### src/rtl/turn_sequencer.sv
// ---------------------------------------------------------------------------
// turn_sequencer
// Player-turn sequencer for the game controller. Tracks whose turn it is among
// up to MAX_PLAYERS seats. It skips eliminated seats and can reverse the play
// direction. It forces a turn change after a per-turn timeout, counts completed
// rounds, and stops with the winner shown once at most one seat is left.
//
// Ports
//   clk_i            system clock
//   rst_i            asynchronous active-high reset
//   start_i          one-cycle pulse, (re)starts the game; highest priority
//   last_player_i    highest seat index in play, latched on start (0 -> 1)
//   advance_i        level from the game FSM; each rising edge ends the turn
//   reverse_i        one-cycle pulse, toggles play direction while running
//   out_mask_i       bit i set: seat i eliminated
//   timeout_limit_i  cycles allowed per turn, 0 disables the timeout
//   cur_player_o     seat whose turn it is
//   running_o        game in progress
//   game_over_o      game halted, cur_player_o shows the winner
//   round_cnt_o      completed rounds since start, saturating
//   new_round_o      one-cycle pulse when a turn change wraps around
//   turn_timeout_o   one-cycle pulse when the timeout forced the turn change
// ---------------------------------------------------------------------------
module turn_sequencer #(
    parameter int unsigned MAX_PLAYERS = 4,
    parameter int unsigned PLAYER_W    = 2,
    parameter int unsigned ROUND_W     = 8,
    parameter int unsigned TO_W        = 24
) (
    input  logic                   clk_i,
    input  logic                   rst_i,
    input  logic                   start_i,
    input  logic [PLAYER_W-1:0]    last_player_i,
    input  logic                   advance_i,
    input  logic                   reverse_i,
    input  logic [MAX_PLAYERS-1:0] out_mask_i,
    input  logic [TO_W-1:0]        timeout_limit_i,
    output logic [PLAYER_W-1:0]    cur_player_o,
    output logic                   running_o,
    output logic                   game_over_o,
    output logic [ROUND_W-1:0]     round_cnt_o,
    output logic                   new_round_o,
    output logic                   turn_timeout_o
);

    // One extra bit so a seat count of MAX_PLAYERS and cur+step sums fit
    localparam int unsigned CNT_W = PLAYER_W + 1;

    typedef enum logic [1:0] {
        S_IDLE,
        S_RUN,
        S_HALT
    } state_t;

    state_t                  state_q;
    logic [PLAYER_W-1:0]     cur_q;
    logic [PLAYER_W-1:0]     last_q;
    logic                    dir_q;        // 0 = forward, 1 = reverse
    logic [ROUND_W-1:0]      round_q;
    logic [TO_W-1:0]         to_cnt_q;
    logic                    adv_q;
    logic                    running_q;
    logic                    game_over_q;
    logic                    new_round_q;
    logic                    turn_to_q;

    logic [PLAYER_W-1:0]     last_eff;
    logic [MAX_PLAYERS-1:0]  elig_run;
    logic [MAX_PLAYERS-1:0]  elig_start;
    logic [CNT_W-1:0]        n_run;
    logic [CNT_W-1:0]        n_start;
    logic [PLAYER_W-1:0]     low_run;
    logic [PLAYER_W-1:0]     low_start;
    logic                    dir_d;
    logic [CNT_W-1:0]        n_seats;
    logic [CNT_W-1:0]        idx;
    logic [PLAYER_W-1:0]     next_player_d;
    logic                    found;
    logic                    wrap;
    logic                    adv_rise;
    logic                    to_hit;
    logic                    trigger;

    function automatic logic [CNT_W-1:0] popcount(input logic [MAX_PLAYERS-1:0] v);
        popcount = '0;
        for (int i = 0; i < MAX_PLAYERS; i++) begin
            popcount = popcount + CNT_W'(v[i]);
        end
    endfunction

    // Lowest set index, 0 when the vector is empty
    function automatic logic [PLAYER_W-1:0] lowest(input logic [MAX_PLAYERS-1:0] v);
        lowest = '0;
        for (int i = MAX_PLAYERS - 1; i >= 0; i--) begin
            if (v[i]) begin
                lowest = PLAYER_W'(i);
            end
        end
    endfunction

    assign last_eff = (last_player_i == '0) ? PLAYER_W'(1) : last_player_i;

    // Eligible seats against the latched seat count and the one being started
    always_comb begin
        elig_run   = '0;
        elig_start = '0;
        for (int i = 0; i < MAX_PLAYERS; i++) begin
            elig_run[i]   = ~out_mask_i[i] && (PLAYER_W'(i) <= last_q);
            elig_start[i] = ~out_mask_i[i] && (PLAYER_W'(i) <= last_eff);
        end
    end

    assign n_run     = popcount(elig_run);
    assign n_start   = popcount(elig_start);
    assign low_run   = lowest(elig_run);
    assign low_start = lowest(elig_start);

    assign dir_d    = dir_q ^ reverse_i;
    assign adv_rise = advance_i & ~adv_q;
    assign to_hit   = (timeout_limit_i != '0) && (to_cnt_q == timeout_limit_i - TO_W'(1));
    assign trigger  = adv_rise | to_hit;

    // Step from the current seat in the effective direction, modulo the seat
    // count, to the first eligible seat. idx stays below 2*n_seats, so one
    // conditional subtraction gives the modulo.
    always_comb begin
        n_seats       = CNT_W'(last_q) + CNT_W'(1);
        next_player_d = cur_q;
        found         = 1'b0;
        idx           = '0;
        for (int k = 1; k <= MAX_PLAYERS; k++) begin
            if (dir_d) begin
                idx = CNT_W'(cur_q) + n_seats - CNT_W'(k);
            end else begin
                idx = CNT_W'(cur_q) + CNT_W'(k);
            end
            if (idx >= n_seats) begin
                idx = idx - n_seats;
            end
            if (!found && (CNT_W'(k) <= n_seats) && elig_run[idx[PLAYER_W-1:0]]) begin
                next_player_d = idx[PLAYER_W-1:0];
                found         = 1'b1;
            end
        end
    end

    assign wrap = dir_d ? (next_player_d >= cur_q) : (next_player_d <= cur_q);

    // Game FSM with all outputs registered
    always_ff @(posedge clk_i or posedge rst_i) begin
        if (rst_i) begin
            state_q     <= S_IDLE;
            cur_q       <= '0;
            last_q      <= '0;
            dir_q       <= 1'b0;
            round_q     <= '0;
            to_cnt_q    <= '0;
            adv_q       <= 1'b0;
            running_q   <= 1'b0;
            game_over_q <= 1'b0;
            new_round_q <= 1'b0;
            turn_to_q   <= 1'b0;
        end else begin
            adv_q       <= advance_i;
            new_round_q <= 1'b0;
            turn_to_q   <= 1'b0;
            if (start_i) begin
                last_q   <= last_eff;
                cur_q    <= low_start;
                dir_q    <= 1'b0;
                round_q  <= '0;
                to_cnt_q <= '0;
                if (n_start <= CNT_W'(1)) begin
                    state_q     <= S_HALT;
                    running_q   <= 1'b0;
                    game_over_q <= 1'b1;
                end else begin
                    state_q     <= S_RUN;
                    running_q   <= 1'b1;
                    game_over_q <= 1'b0;
                end
            end else begin
                case (state_q)
                    S_RUN: begin
                        if (n_run <= CNT_W'(1)) begin
                            // Winner is the sole survivor; keep the seat if none remain
                            state_q     <= S_HALT;
                            running_q   <= 1'b0;
                            game_over_q <= 1'b1;
                            if (n_run == CNT_W'(1)) begin
                                cur_q <= low_run;
                            end
                        end else begin
                            dir_q <= dir_d;
                            if (trigger) begin
                                cur_q     <= next_player_d;
                                to_cnt_q  <= '0;
                                turn_to_q <= to_hit & ~adv_rise;
                                if (wrap) begin
                                    new_round_q <= 1'b1;
                                    if (round_q != '1) begin
                                        round_q <= round_q + ROUND_W'(1);
                                    end
                                end
                            end else begin
                                to_cnt_q <= to_cnt_q + TO_W'(1);
                            end
                        end
                    end
                    default: begin
                        // IDLE and HALT wait for start
                    end
                endcase
            end
        end
    end

    assign cur_player_o   = cur_q;
    assign running_o      = running_q;
    assign game_over_o    = game_over_q;
    assign round_cnt_o    = round_q;
    assign new_round_o    = new_round_q;
    assign turn_timeout_o = turn_to_q;

endmodule
### config.mk
export PLATFORM = sky130hd
export DESIGN_NAME = turn_sequencer
export DESIGN_NICKNAME = d
export VERILOG_FILES = /design/src/rtl/turn_sequencer.sv
export SDC_FILE = /design/constraint.sdc
export NUM_CORES = 1
export LEC_CHECK = 0
export ABC_AREA = 1
export BUFFER_PORTS_ARGS = -buffer_cell sky130_fd_sc_hd__buf_2
export CORE_UTILIZATION = 40
export DETAILED_ROUTE_END_ITERATION = 12
export GPL_TIMING_DRIVEN = 1
export SLEW_MARGIN = 20
export SYNTH_ARGS = -nofsm -noshare
export SYNTH_HDL_FRONTEND = slang
export SYNTH_SLANG_ARGS = --single-unit
export TNS_END_PERCENT = 30
### constraint.sdc
create_clock -name clk_i -period 12.6 [get_ports clk_i]
set_input_delay 1.26 -clock clk_i [delete_from_list [all_inputs] [get_ports clk_i]]
set_output_delay 1.26 -clock clk_i [all_outputs]
set_load 0.02 [all_outputs]
==> implementation parameters, run 1 <==
Parameter                              Value

Outcome
  Run status    finished clean

Synthesis
  Net count after synthesis    810
  Number of register bits inferred by synthesis    42
  Most common flop cell mapped by yosys    dfrtp_1
  Number of warnings reported in the yosys synthesis log    0
  Sequential fraction of the synthesis area    21.5%
  Synthesized area    4880 µm²
  Synth async-reset ratio    100%
  Number of flops mapped to enable cells by yosys    0
  Number of cells produced by synthesis    740
  Post-synthesis area per instance    about 6.6 µm²
  Number of distinct library cells after synthesis    44

STA
  Count of endpoints failing hold in the final timing report    0
  Max-slew violation total from the final report    0
  Worst Tran Pin Value    just under 1 ns
  Final period utilization    43.1%
  RSZ-0062 raised after global routing    no
  Worst hold slack after final layout    0.556 ns
  Worst slew slack as a fraction of its limit    between 30% and 40%
  Final total negative setup slack    0 ns
  Worst setup slack after layout    7.16 ns
  # setup viols final    0
  Fmax    0.184 GHz
  Final critical delay including setup and external delays    5.44 ns
  Skew final    approximately 0.0054 ns

Setup path
  Master of the slowest instance on the critical path    fa_1
  Startpoint of the worst register-to-register path    last_q[0]
  Class of the most critical setup path    reg2reg
  Launch point of the worst path    last_q[0]
  Worst Path Max Fanout    11
  Critical path capture point type    flip-flop
  Sort of element at the start of the critical path    flip-flop
  Most frequent cell on the critical path    nand2_1
  WP data arrival    5.61 ns
  Required time of the critical path    between 10 and 15 ns
  Biggest cell delay along the critical path    about 0.43 ns

Clocking
  Clock tree root driver cell    clkbuf_16
  Buffer count from post-CTS setup fixing    0
  Number of buffers on the longest clock path    2
  Quantity of hold-fixing buffers added after cts    0
  Cts repair resizes    0
  TritonCTS clock tree    done
  Number of H-tree branching levels    2
  Number of buffers inserted during clock tree synthesis    5
  Clk Latency, worst-skew pair    0.29 ns
  Clock sinks    42
  Clock transition time at the flip-flop clock pins of the worst setup and hold paths    0.06 ns

GRT
  Pin count of the biggest net entering global routing    43
  All-layer global routing usage    20.8%
  Via count of the first global-routing pass    roughly 4600
  Wire length of the first global-routing pass    21400 µm
  Number of antenna violations at the first check in global routing    0
  GRT overflow    0

Final layout
  Post-synthesis to final-layout area growth    10.6%
  Footprint of the multi-input gates    between 3000 and 4000 µm²
  Commonest cells after routing, fill and taps aside    nand2_1 (188), nand3_1 (90), inv_1 (89)
  Number of nets in the layout    858
  FF+latch area    1050 µm²
  Share of final-layout standard cells stronger than drive strength 1    16.0%
  Number of filler cells placed in the layout    about 1200
  Final Util    46.3%
  Inserted Diodes    0
  Post-Layout Inst Area    5400 µm²
  Leading cell type in the layout, fill and taps excluded    nand2_1

Pwr
  Switching Power    around 0.0006 W
  Switching share of power    between 50% and 60%
  Power density normalized to cell area    around 200 nW/µm²
  Internal Power    0.000496 W
  Sequential share of power    ~17%
  Static power due to leakage    between 2 and 3 nW
  Share of total power in the clock network    12.5%
  Logic gate share of total power    71.0%
  Largest voltage drop on the vdd net    0.107 mV

Min path
  Min-Delay Path Class    reg2reg
  Worst hold start    round_cnt_o[7]

Drt
  Via count    4865
  Number of nets with antenna violations after detailed routing    0
  Number of vias per cell after detailed routing    5.22
  Drt wl/cell    13.7 µm
  Number of DRC violations after detailed-routing iteration 0    304
  Total DRC errors in the routed layout    0
  Routed WL    12800 µm
  Detailed Routing Iterations Pass 1    8

Floorplan
  IO Count    ~50
  Area of the die    approximately 13000 µm²
  Floorplan core area    11700 µm²
  Cell Rows    39
  Vertical extent of the die    112 µm
  Initial Utilization    about two fifths
  Horizontal extent of the die    112 µm

Placed design
  Instance area at placement    ~5200 µm²
  Number of port buffers    48
  Routability Congestion    0.897
  Dpl ws    between 7 and 8 ns
  Post-detailed-placement half-perimeter wirelength    10300 µm

Flow run
  Maximum Capacitance Violations    0
[registers in the layout, summed over array words and instances (netlist names)]
register	flops
adv_q	1
cur_player_o	2
dir_q	1
last_q	2
new_round_o	1
round_cnt_o	8
running_o	1
state_q	1
to_cnt_q	24
turn_timeout_o	1
[critical path, delay by kind of cell, from the launching register on]
kind / cells / cell delay (ns)
flops: 1 / 0.40
fa+ha+maj: 4 / 1.33
simple gates: 13 / 1.28
buf+inv: 4 / 0.46
xor+xnor: 3 / 0.70
compound gates: 6 / 1.16
[routing by layer]
layer	track usage [%]	part of all wire, %
met1	28.8	48
met2	35.3	47
met3	2.11	4.0
met4	4.00	0.79
met5	0	0
[synth_stat cells, drive strengths merged, types with 5 or more instances]
master	instances	share of area, %
inv	99	7.6
a21oi	29	3.7
dfrtp	42	22
nor2	95	9.3
xor2	33	5.9
ha	32	8.2
nand3	94	10
o21ai	28	3.3
xnor2	18	3.2
nand2	202	17
and3	5	0.64
nor4	5	0.64
nand4	14	1.8
nor3	10	1.4
nand3b	8	1.2
[final timing paths]
path                                  endpoint  slack, ns  cells after the start
worst max-delay path            round_cnt_o[0]       7.16                     30
worst min-delay path            round_cnt_o[7]       0.56                      2
worst max register to register  round_cnt_o[0]       7.16                     30
worst min register to register  round_cnt_o[7]       0.56                      2
max in group asynchronous                dir_q      11.14                      3
min in group asynchronous          to_cnt_q[0]       1.09                      3
[layout make-up]
class	instances	area share, %
clock inverters	1	0.162
repair buffers	49	4.59
clock buffers	7	2.64
flip-flops and latches	42	19.5
well taps	143	3.31
inverters	101	7.02
multi-input cells	589	62.8
[per-stage QoR]
| step | cells | total power (W) |
|---|---|---|
| global route | 932 | 0.00121 |
| detailed placement | 924 | 0.000934 |
| global placement | 924 | 0.000913 |
| CTS | 932 | 0.00108 |
| finish | 932 | 0.00108 |
| floorplan | 740 | 0.000769 |
[kinds of logic after synthesis]
logic type,synth area share [%]
AO/OA/AOI/OAI,8.92
AND/OR/NAND/NOR,41.9
flip-flops,21.5
XOR/XNOR,9.15
adder cells (fa/ha/maj),9.43
buffers and inverters,9.02
[power groups by stage]
| stage | Clock [W] | Sequential [W] | Combinational (W) |
|---|---|---|---|
| floorplan | 0 | 0.000188 | 0.000581 |
| finish | 0.000135 | 0.000178 | 0.000767 |
| global placement | 0 | 0.000178 | 0.000734 |
| detailed placement | 0 | 0.000180 | 0.000754 |
| global route | 0.000143 | 0.000181 | 0.000884 |
| CTS | 0.000139 | 0.000177 | 0.000761 |
Note: power is estimated with default switching activity, not from simulation.
==> run 2, diff against run 1 <==
--- a/config.mk
+++ b/config.mk
@@ -5,7 +5,7 @@
 export SDC_FILE = /design/constraint.sdc
 export NUM_CORES = 1
 export LEC_CHECK = 0
-export ABC_AREA = 1
+export ABC_AREA = 0
 export BUFFER_PORTS_ARGS = -buffer_cell sky130_fd_sc_hd__buf_2
 export CORE_UTILIZATION = 40
 export DETAILED_ROUTE_END_ITERATION = 12
==> constraint.sdc (replaced) <==
create_clock -name clk_i -period 5.02 [get_ports clk_i]
set_input_delay 0.502 -clock clk_i [delete_from_list [all_inputs] [get_ports clk_i]]
set_output_delay 0.502 -clock clk_i [all_outputs]
set_load 0.02 [all_outputs]
==> run 2 against run 1 <==
The run now ends with setup timing left. Synthesized cell count decreased by 26%. Clock power rose by 61%. Clock skew increased by 0.0089 ns. Largest cell class unchanged. Largest power group unchanged.
==> implementation parameters, run 2 <==
Parameter                              Value

Placed design
  Post-detailed-placement half-perimeter wirelength    8980 µm (was 10300 µm)
  Number of port buffers    48 (unchanged)
  Routability Congestion    0.932 (was 0.897)

Synthesis
  Main combinational cell family by area after synthesis    simple AND/OR/NAND/NOR gates (unchanged)
  Number of distinct library cells after synthesis    70 (was 44)
  Number of cells produced by synthesis    550 (was 740)
  Post-synthesis share of cell area spent on xor and xnor gates    11.7% (was 9.15%)
  Sequential fraction of the synthesis area    23.9% (was 21.5%)
  Ranking of synthesized cells by area    dfrtp_1 (24%), ha_1 (9.1%), xnor2_1 (6.2%) (was dfrtp_1 (22%), nand2_1 (14%), nand3_1 (9.2%))
  Number of register bits inferred by synthesis    42 (unchanged)
  Synth async-reset ratio    100% (unchanged)
  Number of flops mapped to enable cells by yosys    0 (unchanged)
  Top-count cell post-synth    nor2_1 (was nand2_1)
  Area fraction in compound gates after synthesis    17.8% (was 8.92%)
  Number of warnings reported in the yosys synthesis log    0 (unchanged)
  Post-synthesis simple-gate area fraction    27.5% (was 41.9%)
  Net count after synthesis    620 (was 810)
  Portion of netlist area occupied by mux cells    3.81% (was 0%)
  Library cell with the largest summed area after synthesis    dfrtp_1 (unchanged)
  Area share of the leading cell type in the synthesized netlist    23.9% (was 21.5%)
  Synth top cells by count    nor2_1 (61), nand2_1 (52), dfrtp_1 (42) (was nand2_1 (188), inv_1 (90), nand3_1 (90))
  Most common flop cell mapped by yosys    dfrtp_1 (unchanged)
  Adder-cell share of the synthesized area    10.5% (was 9.43%)
  Synthesized area    4410 µm² (was 4880 µm²)
  Post-synthesis area per instance    8.01 µm² (was 6.60 µm²)

GRT
  Wire length of the first global-routing pass    19200 µm (was 21400 µm)
  Pin count of the biggest net entering global routing    43 (unchanged)
  GRT overflow    0 (unchanged)
  Number of antenna violations at the first check in global routing    0 (unchanged)
  Via count of the first global-routing pass    4174 (was 4556)
  All-layer global routing usage    20.7% (was 20.8%)

Clocking
  Number of H-tree branching levels    2 (unchanged)
  Clock tree root driver cell    clkbuf_8 (was clkbuf_16)
  TritonCTS clock tree    done (unchanged)
  Clock transition time at the flip-flop clock pins of the worst setup and hold paths    0.09 ns (was 0.06 ns)
  Quantity of hold-fixing buffers added after cts    0 (unchanged)
  Clk Latency, worst-skew pair    0.30 ns (was 0.29 ns)
  Number of buffers inserted during clock tree synthesis    5 (unchanged)
  Clock sinks    42 (unchanged)
  Number of buffers on the longest clock path    2 (unchanged)

Floorplan
  Initial Utilization    41.9% (about the same)
  Vertical extent of the die    107 µm (was 112 µm)
  IO Count    49 (unchanged)
  Horizontal extent of the die    107 µm (was 112 µm)
  Cell Rows    37 (was 39)
  Floorplan core area    10500 µm² (was 11700 µm²)
  Area of the die    11400 µm² (was 12600 µm²)

Setup path
  Sort of element at the start of the critical path    flip-flop (unchanged)
  Biggest cell delay along the critical path    0.47 ns (was 0.43 ns)
  Required time of the critical path    5.25 ns (was 12.78 ns)
  Number of cells on the worst reg-to-reg path    25 (was 30)
  Slack of the worst reg-to-reg path    -0.29 ns (was 7.16 ns)
  WP data arrival    5.54 ns (was 5.61 ns)
  Master of the slowest instance on the critical path    or4_4 (was fa_1)
  Class of the most critical setup path    reg2reg (unchanged)
  Worst Path Max Fanout    4 (was 11)
  Critical path capture point type    flip-flop (unchanged)

STA
  Final period utilization    106% (was 43.1%)
  Final critical delay including setup and external delays    5.31 ns (was 5.44 ns)
  Count of endpoints failing hold in the final timing report    0 (unchanged)
  # setup viols final    8 (was 0)
  Max-slew violation total from the final report    0 (unchanged)
  Skew final    0.0142 ns (was 0.00539 ns)
  RSZ-0062 raised after global routing    yes (was no)
  Worst Tran Pin Value    0.651 ns (was 0.966 ns)
  Worst slew slack as a fraction of its limit    56.3% (was 35.2%)
  Fmax    0.188 GHz (was 0.184 GHz)
  Worst setup slack after layout    -0.295 ns (was 7.16 ns)
  Worst hold slack after final layout    0.323 ns (was 0.556 ns)

Min path
  Min-Delay Path Class    in2async (was reg2reg)

Outcome
  Run status    finished, violations left (was finished clean)
  Violated checks    setup timing

Final layout
  Most flop-heavy register    to_cnt_q (unchanged)
  Share of final-layout standard cells stronger than drive strength 1    25.9% (was 16.0%)
  Leading cell type in the layout, fill and taps excluded    nor2_1 (was nand2_1)
  Inserted Diodes    0 (unchanged)
  Commonest cells after routing, fill and taps aside    nor2_1 (61), buf_4 (56), nand2_1 (52) (was nand2_1 (188), nand3_1 (90), inv_1 (89))
  Final Util    51.9% (was 46.3%)
  Number of nets in the layout    715 (was 858)
  Number of flip-flops under the largest register name    24 (unchanged)
  Post-synthesis to final-layout area growth    23.8% (was 10.6%)

Drt
  Routed WL    11700 µm (was 12800 µm)
  Number of DRC violations after detailed-routing iteration 0    207 (was 304)
  Total DRC errors in the routed layout    0 (unchanged)
  Via count    4292 (was 4865)
  Detailed Routing Iterations Pass 1    4 (was 8)
  Number of vias per cell after detailed routing    5.49 (was 5.22)
  Number of nets with antenna violations after detailed routing    0 (unchanged)
  Drt wl/cell    15.0 µm (was 13.7 µm)

Pwr
  Static power due to leakage    2.39 nW (was 2.79 nW)
  Largest voltage drop on the vdd net    0.482 mV (was 0.107 mV)
  Power density normalized to cell area    534 nW/µm² (was 200 nW/µm²)

Flow run
  Maximum Capacitance Violations    0 (unchanged)
-- run 2: cell types whose count changed after synthesis, moves of 9 or more --
cell	previous run	this run
nand2_1	188	52
nand3_1	90	16
inv_1	90	34
nor2_2	20	1
xnor2_1	18	31
nor3_1	8	20
nand2b_1	0	11
mux2i_1	0	10
nand2_2	10	0
nor2_1	71	61
a21oi_2	9	0
inv_2	9	0
-- run 2: metal layers --
layer  vias to the layer above  track usage (%)  wire length (µm)
li1                       2169                -                 -
met1                      2014             27.2              5520
met2                        90             35.2              5590
met3                        19             2.37               391
met4                         0             6.95               242
met5                         -                0                 0
-- run 2: what timing repair did --
item,4_1_cts,5_1_grt
pin swaps,6,12
buffers inserted,4,4
endpoints found under the setup margin,8,8
gates resized for setup,5,19
-- run 2: cell families (layout without fill, tap and decap cells) --
group	count (synthesis)	in the layout
mux	16	16
fa+ha+maj	35	35
flops	42	42
buf+inv	51	147
compound gates	114	114
xor+xnor	59	59
simple gates	233	233
-- run 2: path summary, 6_finish.rpt --
| path | start | end |
|---|---|---|
| min in group clk_i | advance_i | adv_q |
| max in group asynchronous | rst_i | cur_player_o[0] |
| hold / removal | rst_i | round_cnt_o[5] |
| hold reg to reg | state_q[1] | state_q[1] |
| setup / recovery | last_q[0] | round_cnt_o[3] |
| setup reg to reg | last_q[0] | round_cnt_o[3] |
-- run 2: final cells by class --
cell class	count	area (µm²)
clock buffers	6	72.6
clock inverters	2	13.8
well taps	136	170
fillers	1009	5050
repair buffers	104	661
inverters	35	131
multi-input cells	457	3350
flip-flops and latches	42	1050
-- run 2: report_power, final --
part	switching, W	internal, W	leakage [nW]
Clock	0.000119	0.0000982	0.0452
Combinational	0.00114	0.00117	1.78
Sequential	0.0000265	0.000362	0.567
-- run 2: critical path, delay by kind of cell (launching register included) --
family | cells | cell delay (ns)
multiplexers | 2 | 0.50
XOR/XNOR | 1 | 0.12
adder cells (fa/ha/maj) | 5 | 1.52
AO/OA/AOI/OAI | 10 | 1.44
AND/OR/NAND/NOR | 5 | 1.06
flip-flops | 1 | 0.36
buffers and inverters | 2 | 0.24
-- run 2: through the flow --
step                      TNS [ns]  setup slack (ns)  cell area (µm²)  total power (W)  instances
after CTS                    -2.34            -0.333             5310          0.00263        778
after detailed placement     -2.91            -0.408             5170          0.00232        766
final                        -2.14            -0.295             5450          0.00291        782
after global routing         -4.28            -0.591             5450          0.00316        782
after floorplan             -0.989            -0.192             4490          0.00165        550
after global placement       -1.85            -0.279             5170          0.00227        766
